[src/rtl/bcd2bin_pkg.sv]
// Shared defaults, state encoding and BCD correction constants for the
// sequential BCD-to-binary converter.
package bcd2bin_pkg;

  localparam int DIGITS_DEF = 3;
  localparam int BIN_W_DEF  = 10;

  typedef enum logic [0:0] {
    IDLE  = 1'b0,
    SHIFT = 1'b1
  } state_t;

  localparam logic [3:0] BCD_MAX_DIGIT = 4'd9;
  localparam logic [3:0] ADJ_THRESH    = 4'd8;
  localparam logic [3:0] ADJ_SUB       = 4'd3;

endpackage

[src/rtl/bcd_adj3.sv]
// Per-nibble correction step of reverse double-dabble: subtract 3 from a
// nibble that reached 8 or more after the right shift.
module bcd_adj3
  import bcd2bin_pkg::*;
(
  input  logic [3:0] nib_in,
  output logic [3:0] nib_out
);

  // Correct one nibble independently of its neighbours
  always_comb begin
    if (nib_in >= ADJ_THRESH) begin
      nib_out = nib_in - ADJ_SUB;
    end else begin
      nib_out = nib_in;
    end
  end

endmodule

[src/rtl/bcd2bin_seq.sv]
// Sequential packed-BCD to binary converter: one reverse double-dabble
// iteration per clock, start/done handshake, error flag for digits above 9.
module bcd2bin_seq
  import bcd2bin_pkg::*;
#(
  parameter int DIGITS = DIGITS_DEF,
  parameter int BIN_W  = BIN_W_DEF
) (
  input  logic                  clk,
  input  logic                  res,
  input  logic                  start,
  input  logic [4*DIGITS-1:0]   bcd,
  output logic [BIN_W-1:0]      bin,
  output logic                  busy,
  output logic                  done,
  output logic                  err
);

  localparam int WORK_W = 4*DIGITS + BIN_W;
  localparam int CNT_W  = $clog2(BIN_W + 1);

  state_t              state_r;
  logic [WORK_W-1:0]   work_r;
  logic [CNT_W-1:0]    cnt_r;
  logic [BIN_W-1:0]    bin_r;
  logic                busy_r;
  logic                done_r;
  logic                err_r;

  logic [WORK_W-1:0]   shifted_s;
  logic [WORK_W-1:0]   corrected_s;
  logic                bad_digit_s;

  assign shifted_s = work_r >> 1'b1;

  // The binary part passes through; only the BCD nibbles get corrected
  assign corrected_s[BIN_W-1:0] = shifted_s[BIN_W-1:0];

  for (genvar g = 0; g < DIGITS; g++) begin : g_adj
    bcd_adj3 u_adj (
      .nib_in  (shifted_s[BIN_W + 4*g +: 4]),
      .nib_out (corrected_s[BIN_W + 4*g +: 4])
    );
  end

  // Flag any input digit that is not a legal decimal digit
  always_comb begin
    bad_digit_s = 1'b0;
    for (int i = 0; i < DIGITS; i++) begin
      bad_digit_s = bad_digit_s | (bcd[4*i +: 4] > BCD_MAX_DIGIT);
    end
  end

  // Control FSM with registered outputs; bin only moves on done or error
  always_ff @(posedge clk or posedge res) begin
    if (res) begin
      state_r <= IDLE;
      work_r  <= {WORK_W{1'b0}};
      cnt_r   <= {CNT_W{1'b0}};
      bin_r   <= {BIN_W{1'b0}};
      busy_r  <= 1'b0;
      done_r  <= 1'b0;
      err_r   <= 1'b0;
    end else begin
      done_r <= 1'b0;
      case (state_r)
        IDLE: begin
          if (start) begin
            if (bad_digit_s) begin
              bin_r  <= {BIN_W{1'b0}};
              err_r  <= 1'b1;
              done_r <= 1'b1;
            end else begin
              work_r  <= {bcd, {BIN_W{1'b0}}};
              cnt_r   <= {CNT_W{1'b0}};
              busy_r  <= 1'b1;
              err_r   <= 1'b0;
              state_r <= SHIFT;
            end
          end else begin
            state_r <= IDLE;
          end
        end
        SHIFT: begin
          work_r <= corrected_s;
          cnt_r  <= cnt_r + CNT_W'(1);
          if (cnt_r == CNT_W'(BIN_W - 1)) begin
            bin_r   <= corrected_s[BIN_W-1:0];
            done_r  <= 1'b1;
            busy_r  <= 1'b0;
            state_r <= IDLE;
          end else begin
            state_r <= SHIFT;
          end
        end
        default: begin
          state_r <= IDLE;
          busy_r  <= 1'b0;
        end
      endcase
    end
  end

  assign bin  = bin_r;
  assign busy = busy_r;
  assign done = done_r;
  assign err  = err_r;

endmodule

[config.mk]
export PLATFORM = sky130hd
export DESIGN_NAME = bcd2bin_seq
export DESIGN_NICKNAME = d
export VERILOG_FILES = /design/src/rtl/bcd2bin_pkg.sv /design/src/rtl/bcd_adj3.sv /design/src/rtl/bcd2bin_seq.sv
export SDC_FILE = /design/constraint.sdc
export NUM_CORES = 1
export LEC_CHECK = 0
export CORE_MARGIN = 2
export CORE_UTILIZATION = 47
export DETAILED_ROUTE_END_ITERATION = 10
export PLACE_DENSITY_LB_ADDON = 0.15
export SETUP_SLACK_MARGIN = 0.4
export SYNTH_ARGS = -nofsm -noshare
export SYNTH_HDL_FRONTEND = slang
export SYNTH_SLANG_ARGS = --single-unit
[constraint.sdc]
create_clock -name clk -period 1.3 [get_ports clk]
set_input_delay 0.26 -clock clk [delete_from_list [all_inputs] [get_ports clk]]
set_output_delay 0.26 -clock clk [all_outputs]
set_load 0.02 [all_outputs]
* Word level (Yosys, flattened, before mapping)
Index checks and enable logic that the tools add are counted.
W data, S select, Z words.
** Storage, ports and cells
- Register bits :: 40
** Operators by class
- Add/subtract/negate cells :: 4
- Magnitude comparators :: 6
- Equality and inequality tests :: 5
- Muxes and demuxes :: 25
- Bitwise logic cells :: 3
- Reductions and logical operators :: 4
** Operators by type and width (count)
- $mux W22 :: 2
- $pmux W22 S2 :: 1
- $mux W10 :: 3
- $mux W4 :: 5
- $pmux W10 S2 :: 1
- $gt A4 B4 Y1 const B :: 3
- $mux W1 :: 9
- $ge A4 B4 Y1 const B :: 2
- $pmux W4 S2 :: 1
- $sub A4 B2 Y4 const B :: 2
- $ne A2 B2 Y1 const B :: 3
- $pmux W1 S2 :: 3
- $reduce_and A3 Y1 :: 2
- $add A4 B1 Y4 const B :: 1
- $eq A4 B4 Y1 const B :: 1
- $ge A3 B4 Y1 const B :: 1
- $reduce_and A2 Y1 :: 2
- $sub A3 B2 Y4 const B :: 1
- $ne A2 B1 Y1 const B :: 1
- $or A1 B1 Y1 :: 2
- $not A1 Y1 :: 1

* Longest topological paths before layout
- Depth in word-level cells :: 6
- Mapped depth :: 6

* Modules after synthesis
A second synthesis with hierarchy kept.
** Unflattened totals
- Cell total of the unflattened synthesis :: 183
- Area, all modules :: 1994.4 µm²
** By module, submodules not included
- bcd2bin_seq :: times used 1, cells an instance 150, area each 1765.4 µm², seq. area each 975.9 µm²
- bcd_adj3 :: times used 3, cells an instance 11, area each 76.3 µm², seq. area each 0.0 µm²

* Least setup slack after synthesis
Ideal clock, no wire load.
- Path type :: in2reg
- Start :: input bcd[10]
- End :: register cnt_r[1]
- Setup time :: 134 ps
- Data arrival time :: 1154 ps
- Data required time :: 1166 ps
- Path slack :: 12 ps
- Stages :: 5
- Path buffers :: 2
- Cell sequence :: o21a_1 > buf_6 > nor4_4 > buf_6 > o22ai_1
** On the way
- Word-level cells in the longest chain between the ends :: 4
** RTL lines
- start: declaration :: RTL line bcd2bin_seq.sv:12 : input logic [4*DIGITS-1:0] bcd,
- $gt A4 B4 Y1 :: RTL line bcd2bin_seq.sv:50 : bad_digit_s = bad_digit_s | (bcd[4*i +: 4] > BCD_MAX_DIGIT);
- $or A1 B1 Y1 :: RTL line bcd2bin_seq.sv:50
- $ne A2 B2 Y1 (no line)
- $reduce_and A2 Y1 (no line)
- end signal: assignment :: RTL line bcd2bin_seq.sv:59 : cnt_r <= {CNT_W{1'b0}};
- end signal: assignment :: RTL line bcd2bin_seq.sv:75 : cnt_r <= {CNT_W{1'b0}};
- end signal: assignment :: RTL line bcd2bin_seq.sv:86 : cnt_r <= cnt_r + CNT_W'(1);
- end: declaration :: RTL line bcd2bin_seq.sv:24 : logic [CNT_W-1:0] cnt_r;
Every way passes these cells.
A chain may end at the register's enable or synchronous reset.

* Worst setup path after layout
- Start :: register state_r
- End :: register work_r[10]
** On the way
- Word-level cells in the longest chain between the ends :: 3
- Elaborated cells on any way between the ends :: 5
** RTL lines
- start: declaration :: RTL line bcd2bin_seq.sv:22 : state_t state_r;
- start signal: assignment :: RTL line bcd2bin_seq.sv:57 : state_r <= IDLE;
- start signal: assignment :: RTL line bcd2bin_seq.sv:78 : state_r <= SHIFT;
- start signal: assignment :: RTL line bcd2bin_seq.sv:81 : state_r <= IDLE;
- $not A1 Y1 (no line)
- $ne A2 B2 Y1 (no line)
- $reduce_and A2 Y1 (no line)
- end signal: assignment :: RTL line bcd2bin_seq.sv:58 : work_r <= {WORK_W{1'b0}};
- end signal: assignment :: RTL line bcd2bin_seq.sv:74 : work_r <= {bcd, {BIN_W{1'b0}}};
- end signal: assignment :: RTL line bcd2bin_seq.sv:85 : work_r <= corrected_s;
- end: declaration :: RTL line bcd2bin_seq.sv:23 : logic [WORK_W-1:0] work_r;
Several ways; a longest one is shown, not always the timed one.

==> results.md <==
* I/O Buffers at 27
* P&R area growth vs syn at 72.32%
* Crit path max-delay family: flip-flops
* Grt ovf at 0
* Maximum vdd drop at 1.424 mV
* Fin crit period at between 1000 and 1500 ps
* Worst r2r dst: work_r[10]$_DFFE_PP0P_
* Clk sinks at 39
* Max_cap viols at 0
* RSZ-0062 raised after global routing: true
* Primary FF master, synth: dfrtp_1
* Sequential share of the synthesized area at 0.4797
* Synth warnings at 0
* DP HPWL at approximately 3400 microns
* Count of final max-slew check failures at 0
* Crit path buf inv count at 1
* Finished Cell Area at 0.003506 sq mm
* Vias per cell at 5.987
* I/O pins at 28
* Sequential cell area at approximately 1000 sq um
* Clock transition at the registers of the reported paths at 80 ps
* Worst EP required at 1480 ps
* Share of layout cells above drive strength 1 at 0.5514
* Starting Density at 0.4979
* R2r worst-path depth at 4
* Placed cells at 308
* WP data arrival at approximately 1400 ps
* Run status: finished clean
* Unique masters post-synth at 38
* Vias at 2221
* CP max FO at 6
* GRT Util Overall at 0.2460
* Num CTS Buffers at 5
* Largest net degree at the start of global routing at 40
* CTS H-tree depth at 2
* Clock buffer depth at 2
* Crit start category: flip-flop
* Die Y-Extent at about 70 microns
* Async set-reset flop share out of synthesis at 1.000
* # rows at 23
* # hold bufs at CTS at 0
* Worst setup EP type: flip-flop
* DIE WIDTH at 69.79 microns
* Syn_nets at ~230
* Sw Ratio at 0.3987
* Drt drc at 0
* List of most frequent post-synthesis cells: 46 x nand2_1, 39 x dfrtp_1, 20 x o21ai_0
* Reg2reg start: state_r$_DFF_PP0_
* Hold Violations, Final at 0
* Placed instance area at approximately 0.0026 sq mm
* Final count of negative-setup-slack endpoints at 0
* Final Util at 0.8579
* Final Wtd Congestion at 0.8451
* Post-synth top area cell: dfrtp_1
* Yosys top cell area share at 0.4797
* Initial DRC count at 193
* Antenna Nets Post-Route at 0
* Clock network fraction of total power at 0.115
* Mean Syn Cell Area at 9.642 sq um
* CP cell instances: nand2b_4 -> nor4_4 -> buf_6 -> a221o_1
* Final nets at 342
* Multi-input gate area at 0.001231 sq mm
* Sequential share of power at 0.317
* Clk Latency, worst-skew pair at approximately 300 ps
* Leak Pwr at 1.599 nW
* Internal at roughly 4.3 mW
* Top cells by area, synth: dfrtp_1 48%, nand2_1 8.5%, o21ai_0 4.9%
* Crit-path max cell delay at 460 ps
* Gate power share at 0.568
* Pwr/cell area at slightly above 2000 mW/mm^2
* Tcrit/Tclk final at 0.9670
* Register-to-Register Setup Slack at 40 ps
* Number of synthesized flops with an enable pin at 0
* Post-Synthesis Cells at 211
* 1st-pass router iterations at 5
* Initial antenna violation count at 0
* Clk Tree Root Cell: clkbuf_8
* Yosys reg bits at 39
* Total Wirelength at ~7200 microns
* Fillers at 186
* Fmax at between 700 and 800 MHz
* Synthesized area at 0.002034 sq mm
* N_diodes at 0
* First-pass GRT wire length at 9673 microns
* Switching power at about 2.9 mW
* Routed WL per cell at 19.37 microns
* Post-route insts no fill at approximately 370
* Vias in the first global route at around 2000
* Count leader, synth: nand2_1
* CORE AREA at roughly 0.004 sq mm
* CP max-delay cell: dfrtp_2
* TritonCTS clock tree: done
* Max transition margin at 0.7680
* Worst Setup Path Type: reg2reg
* Hold Crit Class: in2async
* Skew final at 11.35 ps
* Die area at 0.004871 sq mm
* Least-Margin Pin Slew at about 340 ps
-- worst max path at each step --
stage	cells past startpoint	startpoint	endpoint	slack [ps]
floorplan	5	bcd[6]	cnt_r[0]$_DFFE_PP0P_	10
global placement	5	bcd[10]	work_r[9]$_DFFE_PP0P_	-620
detailed placement	5	bcd[10]	work_r[8]$_DFFE_PP0P_	-740
CTS	4	state_r$_DFF_PP0_	work_r[10]$_DFFE_PP0P_	80
global route	6	cnt_r[1]$_DFFE_PP0P_	bin[9]$_DFFE_PP0P_	-20
finish	4	state_r$_DFF_PP0_	work_r[10]$_DFFE_PP0P_	40
-- tightest hold or removal path, cell delays in order --
cell             delay [ps]
clkdlybuf4s50_1         440
clkinvlp_4               90
buf_12                  210
-- flip-flops by register name, indices dropped and copies added (netlist names) --
name / flops
work_r: 21
busy: 1
bin: 10
cnt_r: 4
state_r: 1
err: 1
done: 1
-- cell usage in the layout (no fill, tap or decap), types with 5 or more instances in the layout --
cell type and instances:
buf_12 6, buf_4 62, buf_6 36, clkbuf_8 5, dfrtp_1 38, inv_2 5, nand2_1 31, nand2_2 14
nand2b_1 5, nor2_1 5, nor2b_1 8, o21ai_1 12, o21ai_2 8
-- power by group through the flow --
| stage | Combinational [mW] | Clock [mW] | Sequential (mW) |
|---|---|---|---|
| after global routing | 4.30 | 0.879 | 2.33 |
| after detailed placement | 2.53 | 0 | 2.22 |
| after floorplan | 1.49 | 0 | 2.33 |
| final | 4.08 | 0.826 | 2.28 |
| after global placement | 2.45 | 0 | 2.19 |
| after CTS | 3.33 | 0.820 | 2.21 |
-- area by class of cell --
| type | instances | share of cell area |
|---|---|---|
| multi-input combinational | 151 | 0.3512 |
| clock inverter | 2 | 0.003926 |
| clock buffer | 5 | 0.01963 |
| sequential | 39 | 0.2787 |
| timing repair buffer | 115 | 0.3144 |
| tap | 50 | 0.01784 |
| inverter | 9 | 0.01428 |
-- what timing repair did --
item	CTS	global route
pin swaps	23	15
hold endpoints to repair	0	0
gates cloned	1	1
gates resized for setup	169	42
buffers inserted	28	26
endpoints found under the setup margin	52	52
-- per-stage QoR --
step	power [mW]	hold slack, ps	worst slack, ps	setup TNS (ps)
final	7.180	327.2	42.87	0
after global routing	7.517	370.3	-24.28	-24.28
after CTS	6.357	345.8	83.68	0
after detailed placement	4.745	484.2	-735.7	-19910
after global placement	4.634	480.1	-617.5	-18130
after floorplan	3.816	232.5	12.79	0
-- routing by layer --
layer / track usage / routed length, microns / vias to the layer above
met4: 0.07692 / 243 / 0
li1: - / - / 968
met5: 0 / 0 / -
met3: 0.04506 / 551 / 26
met2: 0.4011 / 3496 / 136
met1: 0.3324 / 2896 / 1091
-- cell families (layout without fill, tap and decap cells) --
family,count (synthesis),count (layout),share of synthesized area
AO/OA/AOI/OAI,58,58,0.2054
XOR/XNOR,6,6,0.02583
adder cells (fa/ha/maj),6,6,0.03690
buffers and inverters,21,131,0.04735
flip-flops,39,39,0.4797
multiplexers,1,1,0.004920
AND/OR/NAND/NOR,80,80,0.1999
Note: power is estimated with default switching activity, not from simulation.
